[config.mk]
export PLATFORM = sky130hd
export DESIGN_NAME = max_stream_ctrl
export DESIGN_NICKNAME = d
export VERILOG_FILES = /design/src/rtl/max_stream_ctrl.sv
export SDC_FILE = /design/constraint.sdc
export NUM_CORES = 1
export LEC_CHECK = 0
export CELL_PAD_IN_SITES_DETAIL_PLACEMENT = 0
export CELL_PAD_IN_SITES_GLOBAL_PLACEMENT = 1
export CORE_ASPECT_RATIO = 0.5
export CORE_MARGIN = 5
export CORE_UTILIZATION = 38
export CTS_CLUSTER_SIZE = 25
export DETAILED_ROUTE_END_ITERATION = 16
export PLACE_DENSITY_LB_ADDON = 0.3
export SLEW_MARGIN = 30
export SYNTH_ARGS = -nofsm -noshare
export SYNTH_HDL_FRONTEND = slang
export SYNTH_SLANG_ARGS = --single-unit
[constraint.sdc]
create_clock -name clk -period 5.2 [get_ports clk]
set_input_delay 1.04 -clock clk [delete_from_list [all_inputs] [get_ports clk]]
set_output_delay 1.04 -clock clk [all_outputs]
set_load 0.01 [all_outputs]
[src/rtl/max_stream_ctrl.sv]
// ============================================================================
// Module   : max_stream_ctrl (with max_3var)
// Brief    : Reduces a streamed frame of unsigned samples to its maximum value.
// Revision : 1.0 - initial release
// ============================================================================
`default_nettype none

`ifndef WIDTH
`define WIDTH 16
`endif

module max_3var #(
   parameter int WIDTH = `WIDTH
) (
   input  logic [WIDTH-1:0] a_i,
   input  logic [WIDTH-1:0] b_i,
   input  logic [WIDTH-1:0] c_i,
   output logic [WIDTH-1:0] max_o
);
   logic [WIDTH-1:0] w_ab;

   assign w_ab  = (a_i > b_i) ? a_i : b_i;
   assign max_o = (w_ab > c_i) ? w_ab : c_i;
endmodule

module max_stream_ctrl #(
   parameter int WIDTH = `WIDTH,
   parameter int LEN_W = 8
) (
   input  logic             clk,
   input  logic             rst,
   input  logic             start,
   input  logic [LEN_W-1:0] cfg_len,
   input  logic [WIDTH-1:0] in_data,
   input  logic             in_valid,
   output logic             in_ready,
   output logic [WIDTH-1:0] out_max,
   output logic [LEN_W-1:0] out_ops,
   output logic             out_valid,
   input  logic             out_ready,
   output logic             busy
);
   typedef enum logic [1:0] {
      S_IDLE = 2'd0,
      S_LOAD = 2'd1,
      S_OUT  = 2'd2
   } state_t;

   state_t           state_q;
   logic [WIDTH-1:0] acc_q;
   logic [WIDTH-1:0] pend_q;
   logic             pend_vld_q;
   logic [LEN_W-1:0] remaining_q;
   logic [LEN_W-1:0] ops_q;
   logic             in_ready_q;
   logic             out_valid_q;
   logic [WIDTH-1:0] out_max_q;
   logic [LEN_W-1:0] out_ops_q;
   logic             busy_q;

   logic             w_last;
   logic [WIDTH-1:0] w_b_sel;
   logic [WIDTH-1:0] acc_d;
   logic [LEN_W-1:0] ops_d;

   // An unpaired final sample is combined with itself (b = c = x).
   assign w_last  = (remaining_q == {{(LEN_W-1){1'b0}}, 1'b1});
   assign w_b_sel = pend_vld_q ? pend_q : in_data;
   assign ops_d   = ops_q + 1'b1;

   max_3var #(.WIDTH(WIDTH)) u_max3 (
      .a_i   (acc_q),
      .b_i   (w_b_sel),
      .c_i   (in_data),
      .max_o (acc_d)
   );

   always_ff @(posedge clk) begin
      if (rst) begin
         state_q     <= S_IDLE;
         acc_q       <= '0;
         pend_q      <= '0;
         pend_vld_q  <= 1'b0;
         remaining_q <= '0;
         ops_q       <= '0;
         in_ready_q  <= 1'b0;
         out_valid_q <= 1'b0;
         out_max_q   <= '0;
         out_ops_q   <= '0;
         busy_q      <= 1'b0;
      end else begin
         case (state_q)
            S_IDLE: begin
               if (start) begin
                  acc_q      <= '0;
                  ops_q      <= '0;
                  pend_vld_q <= 1'b0;
                  busy_q     <= 1'b1;
                  if (cfg_len == '0) begin
                     state_q     <= S_OUT;
                     out_valid_q <= 1'b1;
                     out_max_q   <= '0;
                     out_ops_q   <= '0;
                  end else begin
                     remaining_q <= cfg_len;
                     state_q     <= S_LOAD;
                     in_ready_q  <= 1'b1;
                  end
               end
            end
            S_LOAD: begin
               if (in_valid) begin
                  remaining_q <= remaining_q - 1'b1;
                  if (!pend_vld_q && !w_last) begin
                     pend_q     <= in_data;
                     pend_vld_q <= 1'b1;
                  end else begin
                     acc_q      <= acc_d;
                     ops_q      <= ops_d;
                     pend_vld_q <= 1'b0;
                  end
                  // Result registers load directly so out_valid rises next cycle.
                  if (w_last) begin
                     state_q     <= S_OUT;
                     in_ready_q  <= 1'b0;
                     out_valid_q <= 1'b1;
                     out_max_q   <= acc_d;
                     out_ops_q   <= ops_d;
                  end
               end
            end
            S_OUT: begin
               if (out_ready) begin
                  state_q     <= S_IDLE;
                  out_valid_q <= 1'b0;
                  busy_q      <= 1'b0;
               end
            end
            default: begin
               state_q     <= S_IDLE;
               in_ready_q  <= 1'b0;
               out_valid_q <= 1'b0;
               busy_q      <= 1'b0;
            end
         endcase
      end
   end

   assign in_ready  = in_ready_q;
   assign out_valid = out_valid_q;
   assign out_max   = out_max_q;
   assign out_ops   = out_ops_q;
   assign busy      = busy_q;
endmodule

`default_nettype wire

==> flow_metrics.env, run 1 <==
export IMPL_seqPwrFrac_pct=37.1
export IMPL_wire_per_inst_um=16.23
export IMPL_crit_required_ps=5460
export IMPL_critPathSlowestCell="or4_4"
export IMPL_ant_nets=0
export IMPL_fp_dieH_um=89.07
export IMPL_r2r_cells=20
export IMPL_netSwitchingFraction_pct=30.32
export IMPL_internal_power_mw=1.217
export IMPL_seq_area_frac_synth_pct=32.87
export IMPL_min_delay_path_class="register to register"
export IMPL_rrSetupSlack_ps=460
export IMPL_rows=28
export IMPL_cts_htree_levels=3
export IMPL_clock_sinks=78
export IMPL_final_seq_area_sq_um=1562
export IMPL_min_from="out_max[4]"
export IMPL_grt_use_total_pct=18.43
export IMPL_period_share_pct=95.54
export IMPL_start_util_pct=39.54
export IMPL_wl_um=13880
export IMPL_drive_gt1_share_pct=20.43
export IMPL_power_share_clock_pct=37.5
export IMPL_postLayoutCoreUtil_pct=54.56
export IMPL_fillers=1135
export IMPL_min_to="out_max[4]"
export IMPL_max_freq_mhz=201.3
export IMPL_outcome="completed"
export IMPL_crit_family="simple AND/OR/NAND/NOR gates"
export IMPL_drc=0
export IMPL_synth_edf_count=0
export IMPL_path_clk_slew_ps=60
export IMPL_worst_slew_pin_slew_ps=951.6
export IMPL_switchingPower_mw=0.5297
export IMPL_synth_fp_nets=637
export IMPL_finalWorstSetupSlack_ps=231.9
export IMPL_synthArstFlopShare_pct=0
export IMPL_diodes=0
export IMPL_avgViaCountPerCell=5.605
export IMPL_max_clock_path_buffers=2
export IMPL_drt_iter0_drc=295
export IMPL_cts_hold_buf=0
export IMPL_cts_tree="yes"
export IMPL_path_max_fanout=7
export IMPL_reg2reg_from="pend_vld_q"
export IMPL_yosys_area_top_type_share_pct=32.87
export IMPL_overflow=0
export IMPL_finalPower_mw=1.747
export IMPL_holdWs_ps=452.1
export IMPL_ys_ff_latch=78
export IMPL_synthCells=573
export IMPL_cp_cell_sequence="clkdlybuf4s50_1 -> mux2i_1 -> ha_1 -> nand2_1 -> or4_4 -> a21oi_4 -> nor4_4 -> buf_4 -> nor3_2 -> a21oi_1 -> ha_1 -> nand4_1 -> nor4_4 -> a21bo_2 -> o2111ai_4 -> nand3_2 -> buf_6 -> a211o_1 -> a32oi_1"
export IMPL_grt_pass1_vias=4460
export IMPL_multi_input_area_sq_um=3119
export IMPL_slew_violations=0
export IMPL_areaGrowthSynthToFinish_pct=38.00
export IMPL_hold_viol=0
export IMPL_num_vias=4792
export IMPL_yosys_area_top_type="dfxtp_1"
export IMPL_io_pin_count=56
export IMPL_setup_viol=0
export IMPL_p_leak_nw=2.700
export IMPL_fp_dieArea_sq_um=14970
export IMPL_combPwrFrac_pct=25.5
export IMPL_place_ws_ps=-580.0
export IMPL_portBuffers=55
export IMPL_ys_top_cells_by_area="dfxtp_1 (33%), ha_1 (9.2%), mux2i_1 (6.7%)"
export IMPL_cp_end_kind="register"
export IMPL_cap_violations=0
export IMPL_cp_buffers_inverters=3
export IMPL_coreArea_sq_um=12020
export IMPL_worstPathArrival_ps=5220
export IMPL_antenna_found_initial=0
export IMPL_root_buffer="clkbuf_16"
export IMPL_synth_area_per_cell_sq_um=8.291
export IMPL_p_per_area_nw_per_um2=266.4
export IMPL_synth_ff_type="dfxtp_1"
export IMPL_insertion_delay_ps=350
export IMPL_vdd_ir_drop_worst_mv=0.1754
export IMPL_grt_pass1_wl_um=22470
export IMPL_syn_area_sq_um=4751
export IMPL_skew_ps=9.473
export IMPL_worstSetupPathType="input pin to register"
export IMPL_slew_headroom_pct=36.56
export IMPL_r2r_end="out_max[3]"
export IMPL_numCtsBuffers=9
export IMPL_die_x_um=168.1
export IMPL_synth_warnings=0
export IMPL_layout_nets=749
export IMPL_place_congestion=0.8831
export IMPL_fin_crit_ps=4968
export IMPL_synth_cell_types=60
export IMPL_hold_path_depth=2
export IMPL_setup_tns_ps=0
export IMPL_dp_final_hpwl_um=9420
export IMPL_drtPass1Iterations=4
export IMPL_grt_max_degree=49
export IMPL_start_kind="input pin"
export IMPL_critical_path_max_stage_delay_ps=530
==> through the flow <==
stage                     instances  instance area (sq um)
after global placement          830                   5943
after detailed placement        830                   5946
after CTS                       846                   6301
final                           855                   6556
after global routing            855                   6556
after floorplan                 573                   4767
==> how the worst max path moves through the flow <==
stage           startpoint     endpoint  slack, ps  depth (start not counted)
2_1_floorplan  in_data[13]  out_max[12]        0.9                         20
3_3_place_gp   in_data[14]   out_max[9]       -460                         19
3_5_place_dp   in_data[14]   out_max[2]       -580                         19
4_1_cts        in_data[15]   out_max[7]         20                         19
5_1_grt         in_data[7]   out_max[4]        -50                         19
6_report        in_data[8]   out_max[3]        230                         19
==> synth_stat cells, types with 2 or more instances <==
cell type,instances
nand2_1,81
dfxtp_1,78
a21oi_1,55
nor2_1,46
ha_1,35
mux2i_1,32
a32oi_1,31
a211o_1,30
clkbuf_1,24
nor3_1,24
inv_1,23
o21ai_0,13
buf_2,9
nand3_1,9
nand4_1,6
xor2_1,6
a22oi_1,5
nor2b_1,4
nor4_1,4
or3_1,4
a211oi_1,3
a31oi_1,3
nand2b_1,3
and2_1,2
and3_1,2
buf_1,2
buf_6,2
nand3b_1,2
o21a_1,2
o22a_1,2
or4_1,2
==> placed cells by master (no fill, tap or decap), drive strengths merged, types with 3 or more instances in the layout <==
cell	n
nor2b	4
nand3	9
nand2b	3
a211oi	3
o21ai	15
nor2	47
dlymetal6s2s	8
nor3	24
dfxtp	78
xor2	6
buf	82
clkdlybuf4s50	46
ha	35
and2	3
mux2i	32
nor4	5
a22oi	5
clkinvlp	3
clkbuf	12
a32oi	31
a31oi	3
a211o	30
or3	4
a21oi	56
inv	24
or4	3
nand2	82
nand4	7
==> registers in the layout, indices dropped and copies added (netlist names) <==
register     count
state_q          2
busy             1
out_ops          8
acc_q           16
pend_q          16
remaining_q      8
ops_q            8
out_valid        1
in_ready         1
pend_vld_q       1
out_max         16
==> layer usage <==
metal	vias up	track usage, %	part of all wire [%]
li1	2337	-	-
met1	2323	26.33	51
met2	120	29.11	43
met3	12	3.666	5.0
met4	0	3.976	0.82
met5	-	0	0
==> worst min-delay path, delay by kind of cell (launching register included) <==
| kind | cells | cell delay (ps) |
|---|---|---|
| AO/OA/AOI/OAI | 1 | 50 |
| flip-flops | 1 | 310 |
| AND/OR/NAND/NOR | 1 | 50 |
==> cell type report <==
type,count,area share (%)
multi-input cells,434,47.58
flip-flops and latches,78,23.82
repair buffers,138,19.37
clock buffers,10,3.645
well taps,165,3.149
inverters,24,1.374
clock inverters,6,1.069
==> cell families after synthesis <==
| kind of cell | after synthesis | share of synthesized area [%] |
|---|---|---|
| and+or+nand+nor | 198 | 20.04 |
| adders and majority gates | 35 | 9.218 |
| xor gates and xnor gates | 6 | 1.106 |
| buffers and inverters | 61 | 5.373 |
| muxes | 33 | 6.979 |
| DFF | 78 | 32.87 |
| AOI/OAI and AO/OA | 162 | 24.41 |
==> power by group through the flow <==
stage               Clock [mW]  Sequential [mW]  Combinational (mW)
global placement             0            0.659               0.397
finish                   0.654            0.648               0.445
floorplan                    0            0.654               0.242
global route             0.691            0.651               0.488
CTS                      0.668            0.646               0.406
detailed placement           0            0.659               0.400
==> what timing repair did <==
action                     in CTS  in global routing
buffers inserted                0                  6
resized for setup               9                 37
cloned                          0                  3
hold endpoints to repair        0                  0
pin swaps                       1                 20
setup endpoints to repair      32                 32
No activity file was read; power rests on OpenSTA's default activity.
==> run 2, diff against run 1 <==
--- a/config.mk
+++ b/config.mk
@@ -12,6 +12,7 @@
 export CORE_UTILIZATION = 38
 export CTS_CLUSTER_SIZE = 25
 export DETAILED_ROUTE_END_ITERATION = 16
+export GPL_ROUTABILITY_DRIVEN = 0
 export PLACE_DENSITY_LB_ADDON = 0.3
 export SLEW_MARGIN = 30
 export SYNTH_ARGS = -nofsm -noshare
==> run 2 against run 1 <==
  * Utilization rose by 1.1 points
  * First-iteration DRC count shrank 23%
  * Via count down 1.4%
  * Non-clock buffer count grew 2
  * Clock-buffer cell count stayed put
  * Setup slack lost 73 ps
  * Sequential power about the same
  * Clock power grew 13%
  * Cell count up 0.12%
  * Critical endpoint is now out_max[1]
  * Largest cell class unchanged
  * Highest routed layer unchanged
==> flow_metrics.env, run 2 (synthesis gave the netlist of run 1 again) <==
export IMPL_wl_um=14040
export IMPL_min_delay_path_class="register to register"
export IMPL_dp_final_hpwl_um=9473
export IMPL_final_seq_area_sq_um=1563
export IMPL_numCtsBuffers=9
export IMPL_critPathSlowestCell="or3_4"
export IMPL_cap_violations=0
export IMPL_root_buffer="clkbuf_16"
export IMPL_grt_max_degree=48
export IMPL_critical_path_max_stage_delay_ps=370
export IMPL_cp_end_kind="register"
export IMPL_rows=28
export IMPL_fp_dieArea_sq_um=14970
export IMPL_setup_viol=0
export IMPL_drive_gt1_share_pct=21.56
export IMPL_max_freq_mhz=198.4
export IMPL_cp_cell_sequence="dlymetal6s2s_1 -> mux2i_2 -> ha_1 -> nand4_1 -> buf_4 -> nor2_1 -> or3_4 -> nor4_4 -> o21bai_4 -> buf_12 -> a21oi_2 -> ha_1 -> nand4_1 -> nor4_4 -> a21bo_2 -> o2111ai_4 -> nand3_2 -> buf_6 -> a211o_1 -> a32oi_1"
export IMPL_p_per_area_nw_per_um2=274.6
export IMPL_cp_buffers_inverters=4
export IMPL_skew_ps=6.883
export IMPL_fillers=1106
export IMPL_worst_slew_pin_slew_ps=988.5
export IMPL_start_util_pct=39.54
export IMPL_slew_headroom_pct=34.10
export IMPL_areaGrowthSynthToFinish_pct=40.69
export IMPL_final_common_cell="nand2_1"
export IMPL_wire_per_inst_um=16.40
export IMPL_worstPathArrival_ps=5280
export IMPL_clock_sinks=78
export IMPL_crit_required_ps=5430
export IMPL_path_max_fanout=7
export IMPL_setup_tns_ps=0
export IMPL_fin_crit_ps=5041
export IMPL_postLayoutCoreUtil_pct=55.62
export IMPL_overflow=0
export IMPL_period_share_pct=96.93
export IMPL_multi_input_area_sq_um=3197
export IMPL_antenna_found_initial=0
export IMPL_drt_iter0_drc=227
export IMPL_drc=0
export IMPL_grt_pass1_vias=4418
export IMPL_cts_hold_buf=0
export IMPL_num_vias=4723
export IMPL_finalWorstSetupSlack_ps=159.4
export IMPL_worstSetupPathType="input pin to register"
export IMPL_final_cell_mix="nand2_1 (80), dfxtp_1 (77), buf_4 (76)"
export IMPL_io_pin_count=56
export IMPL_p_leak_nw=2.778
export IMPL_grt_pass1_wl_um=22400
export IMPL_grt_use_total_pct=18.39
export IMPL_diodes=0
export IMPL_cts_htree_levels=3
export IMPL_fp_dieH_um=89.07
export IMPL_slew_violations=0
export IMPL_start_kind="input pin"
export IMPL_coreArea_sq_um=12020
export IMPL_hold_viol=0
export IMPL_cts_tree="yes"
export IMPL_ant_nets=0
export IMPL_outcome="completed"
export IMPL_vdd_ir_drop_worst_mv=0.1677
export IMPL_drtPass1Iterations=5
export IMPL_avgViaCountPerCell=5.518
export IMPL_layout_nets=751
export IMPL_portBuffers=55
export IMPL_place_ws_ps=-469.6
export IMPL_crit_family="simple AND/OR/NAND/NOR gates"
export IMPL_path_clk_slew_ps=60
export IMPL_max_clock_path_buffers=2
export IMPL_insertion_delay_ps=330
export IMPL_die_x_um=168.1
==> run 2: metrics by stage <==
| stage | area (sq um) | power, mW | instances | hold WS [ps] |
|---|---|---|---|---|
| detailed placement | 5951 | 1.057 | 831 | 441.8 |
| CTS | 6324 | 1.800 | 846 | 454.2 |
| floorplan | 4767 | 0.8957 | 573 | 454.4 |
| global route | 6684 | 1.923 | 856 | 465.0 |
| finish | 6684 | 1.835 | 856 | 451.4 |
| global placement | 5951 | 1.056 | 831 | 438.2 |
==> run 2: area by class of cell <==
| type | instances | share of cell area [%] |
|---|---|---|
| clock buffers | 10 | 3.575 |
| clock inverters | 5 | 1.610 |
| inverters | 24 | 1.348 |
| multi-input cells | 434 | 47.83 |
| flip-flops and latches | 78 | 23.38 |
| well taps | 165 | 3.089 |
| repair buffers | 140 | 19.17 |
==> run 2: worst paths after layout <==
kind / start / end / slack [ps] / cells past startpoint
max: in_data[13] / out_max[1] / 160 / 20
min: out_max[9] / out_max[9] / 450 / 2
max reg2reg: pend_vld_q / out_max[1] / 290 / 20
min reg2reg: out_max[9] / out_max[9] / 450 / 2
==> run 2: worst register-to-register path, cell delays in order (launching register included) <==
cell	delay, ps
dfxtp_2	410
buf_4	260
mux2i_2	260
ha_1	270
nand4_1	150
buf_4	150
nor2_1	40
or3_4	370
nor4_4	350
o21bai_4	250
buf_12	170
a21oi_2	60
ha_1	310
nand4_1	200
nor4_4	370
a21bo_2	270
o2111ai_4	120
nand3_2	150
buf_6	200
a211o_1	270
a32oi_1	200
==> run 2: repair_timing <==
action / in CTS / in global routing
setup buffers: 0 / 8
gates cloned: 0 / 2
endpoints found under the setup margin: 27 / 32
endpoints found under the hold margin: 0 / 0
gates resized for setup: 5 / 60
pin swaps: 1 / 34
==> run 2: power by group <==
group | total (mW) | internal [mW] | switching [mW]
Sequential | 0.649 | 0.624 | 0.0253
Clock | 0.736 | 0.481 | 0.255
Combinational | 0.450 | 0.209 | 0.241
Total | 1.84 | 1.31 | 0.521
==> run 2: per-layer routing <==
layer  up-vias  wire length, um  track usage (%)
met2       110             6130            29.95
met4         0              178            3.756
met3        17              703            3.401
li1       2340                -                -
met5         -                0                0
met1      2256             7024            25.84
